--- config.mk ---
export PLATFORM = sky130hd
export DESIGN_NAME = prefetch_cache_read_arbiter
export DESIGN_NICKNAME = d
export VERILOG_FILES = /design/src/rtl/prefetch_cache_read_arbiter.sv
export SDC_FILE = /design/constraint.sdc
export NUM_CORES = 1
export LEC_CHECK = 0
export BUFFER_PORTS_ARGS = -buffer_cell sky130_fd_sc_hd__buf_2
export CAP_MARGIN = 15
export CORE_ASPECT_RATIO = 0.7
export CORE_MARGIN = 2
export CORE_UTILIZATION = 42
export CTS_CLUSTER_SIZE = 14
export DETAILED_ROUTE_END_ITERATION = 12
export GPL_ROUTABILITY_DRIVEN = 0
export PLACE_DENSITY = 0.83
export SYNTH_ARGS = -nofsm -noshare
export SYNTH_HDL_FRONTEND = slang
export SYNTH_SLANG_ARGS = --single-unit
--- constraint.sdc ---
create_clock -name clk -period 1.62 [get_ports clk]
set_input_delay 0.324 -clock clk [delete_from_list [all_inputs] [get_ports clk]]
set_output_delay 0.324 -clock clk [all_outputs]
set_load 0.01 [all_outputs]
--- src/rtl/prefetch_cache_read_arbiter.sv ---
// prefetch_cache_read_arbiter: round-robin sharing of one cache read port with per-read timeout
module prefetch_cache_read_arbiter #(
  parameter int NUM_REQ        = 4,
  parameter int TIMEOUT_CYCLES = 255
) (
  input  logic                   clk,
  input  logic                   reset,
  input  logic [NUM_REQ-1:0]     req_i,
  input  logic [32*NUM_REQ-1:0]  addr_i,
  output logic [NUM_REQ-1:0]     gnt_o,
  output logic [NUM_REQ-1:0]     rvalid_o,
  output logic [31:0]            rdata_o,
  output logic                   err_o,
  output logic                   cache_data_req_o,
  output logic [31:0]            cache_r_addr_o,
  input  logic                   wait_cache,
  input  logic                   cache_data_ready,
  input  logic [31:0]            cache_data_i,
  output logic                   busy_o,
  output logic [1:0]             state_o
);
  localparam int PW = $clog2(NUM_REQ);
  localparam int CW = $clog2(TIMEOUT_CYCLES);
  typedef enum logic [1:0] {IDLE, ISSUE, WAIT_DATA, RETURN} state_t;
  state_t state;
  logic [PW-1:0] ptr, owner, pick, idx;
  logic [CW-1:0] cnt;
  logic done, tmo;
  // scan downward so the requester closest to ptr is the last (winning) assignment
  always_comb begin
    pick = '0;
    idx = '0;
    for (int i = NUM_REQ - 1; i >= 0; i--) begin
      idx = PW'((int'(ptr) + i) % NUM_REQ);
      if (req_i[idx]) pick = idx;
    end
  end
  assign done = (state == ISSUE && !wait_cache && cache_data_ready) || (state == WAIT_DATA && cache_data_ready);
  assign tmo = cnt == CW'(TIMEOUT_CYCLES - 1);
  assign busy_o = state != IDLE;
  assign state_o = state;
  always_ff @(posedge clk or negedge reset) begin
    if (!reset) begin
      state <= IDLE;
      ptr <= '0;
      owner <= '0;
      cnt <= '0;
      gnt_o <= '0;
      rvalid_o <= '0;
      rdata_o <= '0;
      err_o <= 1'b0;
      cache_data_req_o <= 1'b0;
      cache_r_addr_o <= '0;
    end else begin
      gnt_o <= '0;
      rvalid_o <= '0;
      case (state)
        IDLE: if (|req_i) begin
          owner <= pick;
          gnt_o <= NUM_REQ'(1) << pick;
          cache_data_req_o <= 1'b1;
          cache_r_addr_o <= addr_i[32*pick +: 32];
          cnt <= '0;
          state <= ISSUE;
        end
        ISSUE, WAIT_DATA: begin
          cnt <= cnt + 1'b1;
          if (state == ISSUE && !wait_cache) begin
            cache_data_req_o <= 1'b0;
            state <= WAIT_DATA;
          end
          // completion beats timeout when both land on the same edge
          if (done || tmo) begin
            cache_data_req_o <= 1'b0;
            rvalid_o <= NUM_REQ'(1) << owner;
            rdata_o <= done ? cache_data_i : '0;
            err_o <= !done;
            state <= RETURN;
          end
        end
        default: begin
          ptr <= (owner == PW'(NUM_REQ - 1)) ? '0 : owner + 1'b1;
          state <= IDLE;
        end
      endcase
    end
  end
endmodule

## After elaboration in Yosys (flattened, before gate mapping)

Index checks and enable logic that the tools add are counted.

| cells by class | value |
|---|---|
| shift operators | 3 |
| multiplexer cells | 28 |
| eq/ne operators | 6 |
| add/subtract/negate cells | 5 |
| order comparisons | 4 |
| reductions and logical operators | 18 |

Operators by type and width:

| operator | count |
|---|---|
| 128-bit by 8-bit indexed part select with 32-bit output | 1 |
| 32-bit two-way mux | 1 |
| 2-bit two-way mux | 8 |
| 4-bit two-way mux | 4 |
| 8-bit case mux with 2 select lines | 1 |
| 2-bit by 3-bit less-than comparator with 1-bit output (second input constant) | 4 |
| 8-bit by 1-bit adder with 8-bit output (second input constant) | 1 |
| 1-bit binary-select mux with 2-bit select | 4 |
| 8-bit equality test (second input constant) | 1 |
| 8-bit two-way mux | 1 |
| 2-bit AND reduction | 4 |
| 1-bit by 2-bit << shifter with 4-bit output (first input constant) | 2 |
| 1-bit two-way mux | 7 |
| 2-bit by 1-bit adder with 2-bit output (second input constant) | 2 |
| 2-bit adder (second input constant) | 2 |
| 2-bit equality test (second input constant) | 2 |
| 2-bit case mux with 2 select lines | 1 |
| 2-bit nonzero test | 2 |
| 4-bit OR reduction | 1 |
| 1-bit logical AND | 3 |
| 3-bit inequality test (second input constant) | 1 |
| 3-bit AND reduction | 1 |
| 3-bit OR reduction | 1 |
| 2-bit by 1-bit equality test with 1-bit output (second input constant) | 1 |
| other kinds (6) | 8 |

| storage, ports and cells | value |
|---|---|
| bits of input ports | 168 |
| register bits after elaboration | 88 |
| logic and storage cells | 74 |

## Longest topological paths before layout

| logic depth | value |
|---|---|
| depth in word-level cells | 10 |
| gate-level depth with buffers | 8 |

## Least setup slack after synthesis

OpenSTA, ideal clock, no wires.

| path | value |
|---|---|
| path kind | flip-flop to flip-flop |
| start point | register state[0], in the netlist state_o[0] |
| end point | register cache_r_addr_o[4] |
| path slack | -0.220 ns |
| data required time | 1.495 ns |
| stages on the path, launching flop included | 9 |
| data arrival time | 1.715 ns |
| cell sequence | dfrtp_1 > inv_1 > ha_1 > inv_1 > nor2_4 > nand3_4 > buf_6 > a211oi_1 > nor3_2 |

| between the ends | value |
|---|---|
| word-level cells in the longest chain between the ends | 2 |

Ends and longest elaborated chain:

| what | RTL line | source |
|---|---|---|
| start, declared | 25 | `state_t state;` |
| start signal, assigned | 44 | `state <= IDLE;` |
| start signal, assigned | 64 | `state <= ISSUE;` |
| start signal, assigned | 70 | `state <= WAIT_DATA;` |
| 2-bit logical NOT | 57 | `case (state)` |
| 2-bit AND reduction (no source line) | - |  |
| end signal, assigned | 62 | `cache_r_addr_o <= addr_i[32*pick +: 32];` |
| end, declared | 15 | `output logic [31:0] cache_r_addr_o,` |

Every way passes these cells.
A chain may end at the register's enable or synchronous reset.

## Worst setup path in the final report

| path | value |
|---|---|
| start point | register ptr[1] |
| end point | register cache_r_addr_o[8] |

| between the ends | value |
|---|---|
| word-level cells in the longest chain between the ends | 8 |
| elaborated cells on any way between the ends | 16 |
| classes of those cells | 3 x add/sub; 1 x shift; 12 x mux |

Ends and longest elaborated chain:

| what | RTL line | source |
|---|---|---|
| start, declared | 26 | `logic [PW-1:0] ptr, owner, pick, idx;` |
| start signal, assigned | 82 | `ptr <= (owner == PW'(NUM_REQ - 1)) ? '0 : owner + 1'b1;` |
| 2-bit adder | 34 | `idx = PW'((int'(ptr) + i) % NUM_REQ);` |
| 1-bit binary-select mux with 2-bit select | 35 | `if (req_i[idx]) pick = idx;` |
| 1-bit two-way mux (implied by the code) | 35 |  |
| 2-bit two-way mux (3 in a row) | 35 |  |
| 2-bit two-way mux (*) | 35 |  |
| 128-bit by 8-bit indexed part select with 32-bit output (*) | 62 |  |

Mark *: on every way between the ends. The rest lies on a longest branch, timed or not. The select of a mux whose other input is x is not followed.

==> run_results.csv <==
group,metric,value,unit
cts,cts_tree,"built",
sta,fin_crit,1.797,ns
status,failed_checks,"negative setup slack",
drt,dr_total_vias,4866,
pwr,powerDensity,1874,nW/um^2
global_route,grt_pass1_vias,4724,
yosys,ys_ff_latch,88,
critical_path,cp-end-kind,"flop",
yosys,synth_xor_area_share,1.050,%
drt,dr_wl_met3,1156,um
placed_design,hpwl,10560,um
flow_run,cap_violations,0,
final_layout,fin_cells,888,
sta,maxSlewViolCount,0,
sta,timing.fmax,556.4,MHz
critical_path,cp.arrival,2.06,ns
drt,drtIter0Drc,253,
critical_path,start_kind,"flop",
yosys,syn_area,5005,um^2
pwr,combPwrFrac,59.7,%
sta,slew_headroom,68.60,%
yosys,async_reset_ff_share,100.0,%
pwr,power_frac_seq,26.0,%
sta,fin_skew,0.009814,ns
yosys,syn_avg_cell_area,11.12,um^2
cts,cts_root_buf,"clkbuf_16",
drt,viasPerCell,5.480,
critical_path,worstSetupPathType,"flop to flop",
cts,hold_buffers,0,
final_layout,drive_gt1_share,62.24,%
yosys,synth_edf_count,0,
global_route,track_usage,23.10,%
floorplanning,core-area,11640,um^2
pwr,vdd_drop_max,0.7401,mV
sta,setup_viol,68,
placed_design,postPlaceCellArea,6599,um^2
critical_path,worstPathMaxFanout,16,
pwr,clockPowerShare,14.3,%
drt,postRouteAntennaNets,0,
status,status,"finished with violations",
drt,dr_wl_met2,8697,um
sta,hold_violations,0,
yosys,synth_fa_ha_area_share,2.500,%
cts,htreeDepth,3,
placed_design,dp_slack,-0.1190,ns
cts,clkSlewWorstSetupHoldPaths,0.07,ns
yosys,syn_nets,628,
drt,firstDrtPassIters,4,
placed_design,io_buffer_count,244,
drt,route.detailed.drc,0,
yosys,synth-simple-area-share,22.03,%
yosys,synth_cell_types,43,
global_route,grt_max_degree,89,
floorplanning,die-area,12820,um^2
global_route,overflow,0,
pwr,p_total,14.51,mW
pwr,p_leak,3.678,nW
drt,wl_met1,7362,um
yosys,synth_top_family_by_area,"compound AO/OA/AOI/OAI gates",
drt,top_layer,"met4",
cts,clockBufferDepth,2,
sta,tightest_slew,0.4710,ns
yosys,seq_area_frac_synth,44.00,%
drt,wl_per_cell,19.66,um
yosys,synth-compound-area-share,24.03,%
floorplanning,die-height,95.33,um
final_layout,final_area,7742,um^2
pwr,p_int,8.477,mW
sta,finalCritPeriodShare,110.9,%
pwr,power_switching,6.035,mW
global_route,grt_pass1_wl,23470,um
worst_hold_path,holdCritPathClass,"input port to async pin",
final_layout,syn_to_final_growth,54.70,%
yosys,ys_warn_count,0,
drt,drt_wl_total,17460,um
cts,worstSkewPairLatency,0.34,ns
global_route,antenna_found_initial,0,
floorplanning,die_w,134.5,um
sta,rsz0062_at_grt,"true",
critical_path,cp_data_required_time,1.88,ns
floorplanning,start_util,42.98,%
sta,tns,-5.448,ns
sta,finalWorstSetupSlack,-0.1773,ns
yosys,syn_inst,450,
yosys,synth-main-ff-cell,"dfrtp_1",
floorplanning,ios,245,
floorplanning,rows,33,
yosys,synthMuxAreaShare,0.6500,%
critical_path,r2r.worst_path.cells,7,
placed_design,dpl.cell_count,844,
cts,clkSinkCount,88,
final_layout,nNetsFinal,904,
cts,cts_buffers,9,
final_layout,antenna_cells,0,
final_layout,fillCellCount,903,
pwr,swShare,41.59,%
-- cells in the mapped netlist, types with 8 or more instances --
cell type,count,share of area (%)
a211oi_1,12,1.8
a211oi_2,56,14
a22o_1,32,5.6
and3_1,65,8.1
buf_2,11,1.1
buf_6,8,1.8
clkbuf_1,16,1.2
dfrtp_1,88,44
ha_1,10,2.5
inv_1,14,1.0
nor2_1,44,3.3
nor3_2,28,5.6
-- state kept, by name (all words and copies together) (netlist names) --
signal            cells
rvalid_o              4
owner                 2
cnt                   8
gnt_o                 4
rdata_o              32
ptr                   2
err_o                 1
cache_data_req_o      1
cache_r_addr_o       32
state_o               2
-- power by group through the flow --
stage                     Sequential [mW]  Clock, mW  Combinational (mW)
final                                3.78       2.07                8.66
after global routing                 3.87       2.22                9.23
after CTS                            3.73       2.11                7.31
after detailed placement             3.74          0                6.80
after global placement               3.71          0                6.53
after floorplan                      4.13          0                4.02
-- worst max-delay path: stages (launching register included) --
cell	delay, ns
dfrtp_2	0.47
mux2i_2	0.19
a2bb2oi_4	0.29
buf_6	0.17
buf_6	0.20
and3_1	0.21
a211oi_2	0.05
nor3_2	0.15
-- per-stage QoR --
step	utilization [%]	hold slack [ns]
2_1_floorplan	-	0.02841
3_3_place_gp	56.67	0.3995
3_5_place_dp	56.67	0.4107
4_1_cts	61.37	0.03817
5_1_grt	66.49	0.05495
6_report	66.49	0.02210
-- worst paths after layout --
path                                   from                 to  slack (ns)
min in group clk           cache_data_i[20]        rdata_o[20]        0.19
hold reg to reg                 rdata_o[19]        rdata_o[19]        0.50
setup reg to reg                     ptr[1]  cache_r_addr_o[8]       -0.18
max in group asynchronous             reset             ptr[1]        1.22
hold / removal                        reset         rdata_o[6]        0.02
setup / recovery                     ptr[1]  cache_r_addr_o[8]       -0.18
-- area by class of cell --
cell class	instances	area (um^2)	share of cell area [%]
Timing Repair Buffer	304	2103	27.17
Clock buffer	9	225.2	2.909
Clock inverter	7	68.82	0.8888
Inverter	14	57.56	0.7434
Tap cell	157	196.4	2.537
Multi-Input combinational cell	309	2885	37.27
Sequential cell	88	2206	28.49
-- what timing repair did --
action                     CTS  global route
gates resized for setup     37            43
pin swaps                   25            25
gates cloned                 2            15
setup endpoints to repair   79            81
buffers inserted             4             7
-- cells in the final DEF, fill, tap and decap left out, types with 10 or more instances in the layout --
cell type,Yosys,layout
a211oi_2,56,49
a211oi_4,0,17
a22o_1,32,32
and3_1,65,59
buf_12,0,10
buf_2,11,242
buf_4,4,25
buf_6,8,11
clkbuf_16,0,18
dfrtp_1,88,85
inv_1,14,10
nor2_1,44,43
nor3_2,28,28
-- kinds of logic (layout without fill, tap and decap cells) --
logic type | after synthesis | in the layout
compound gates | 117 | 117
xor+xnor | 6 | 6
simple gates | 173 | 173
flops | 88 | 88
buf+inv | 53 | 334
mux | 3 | 3
fa+ha+maj | 10 | 10
-- layer usage --
layer	vias up	global-route usage, %
met3	25	4.040
met2	191	40.31
met4	0	5.614
met1	2448	30.22
met5	-	0
li1	2202	-
(Power assumes the default switching activity.)
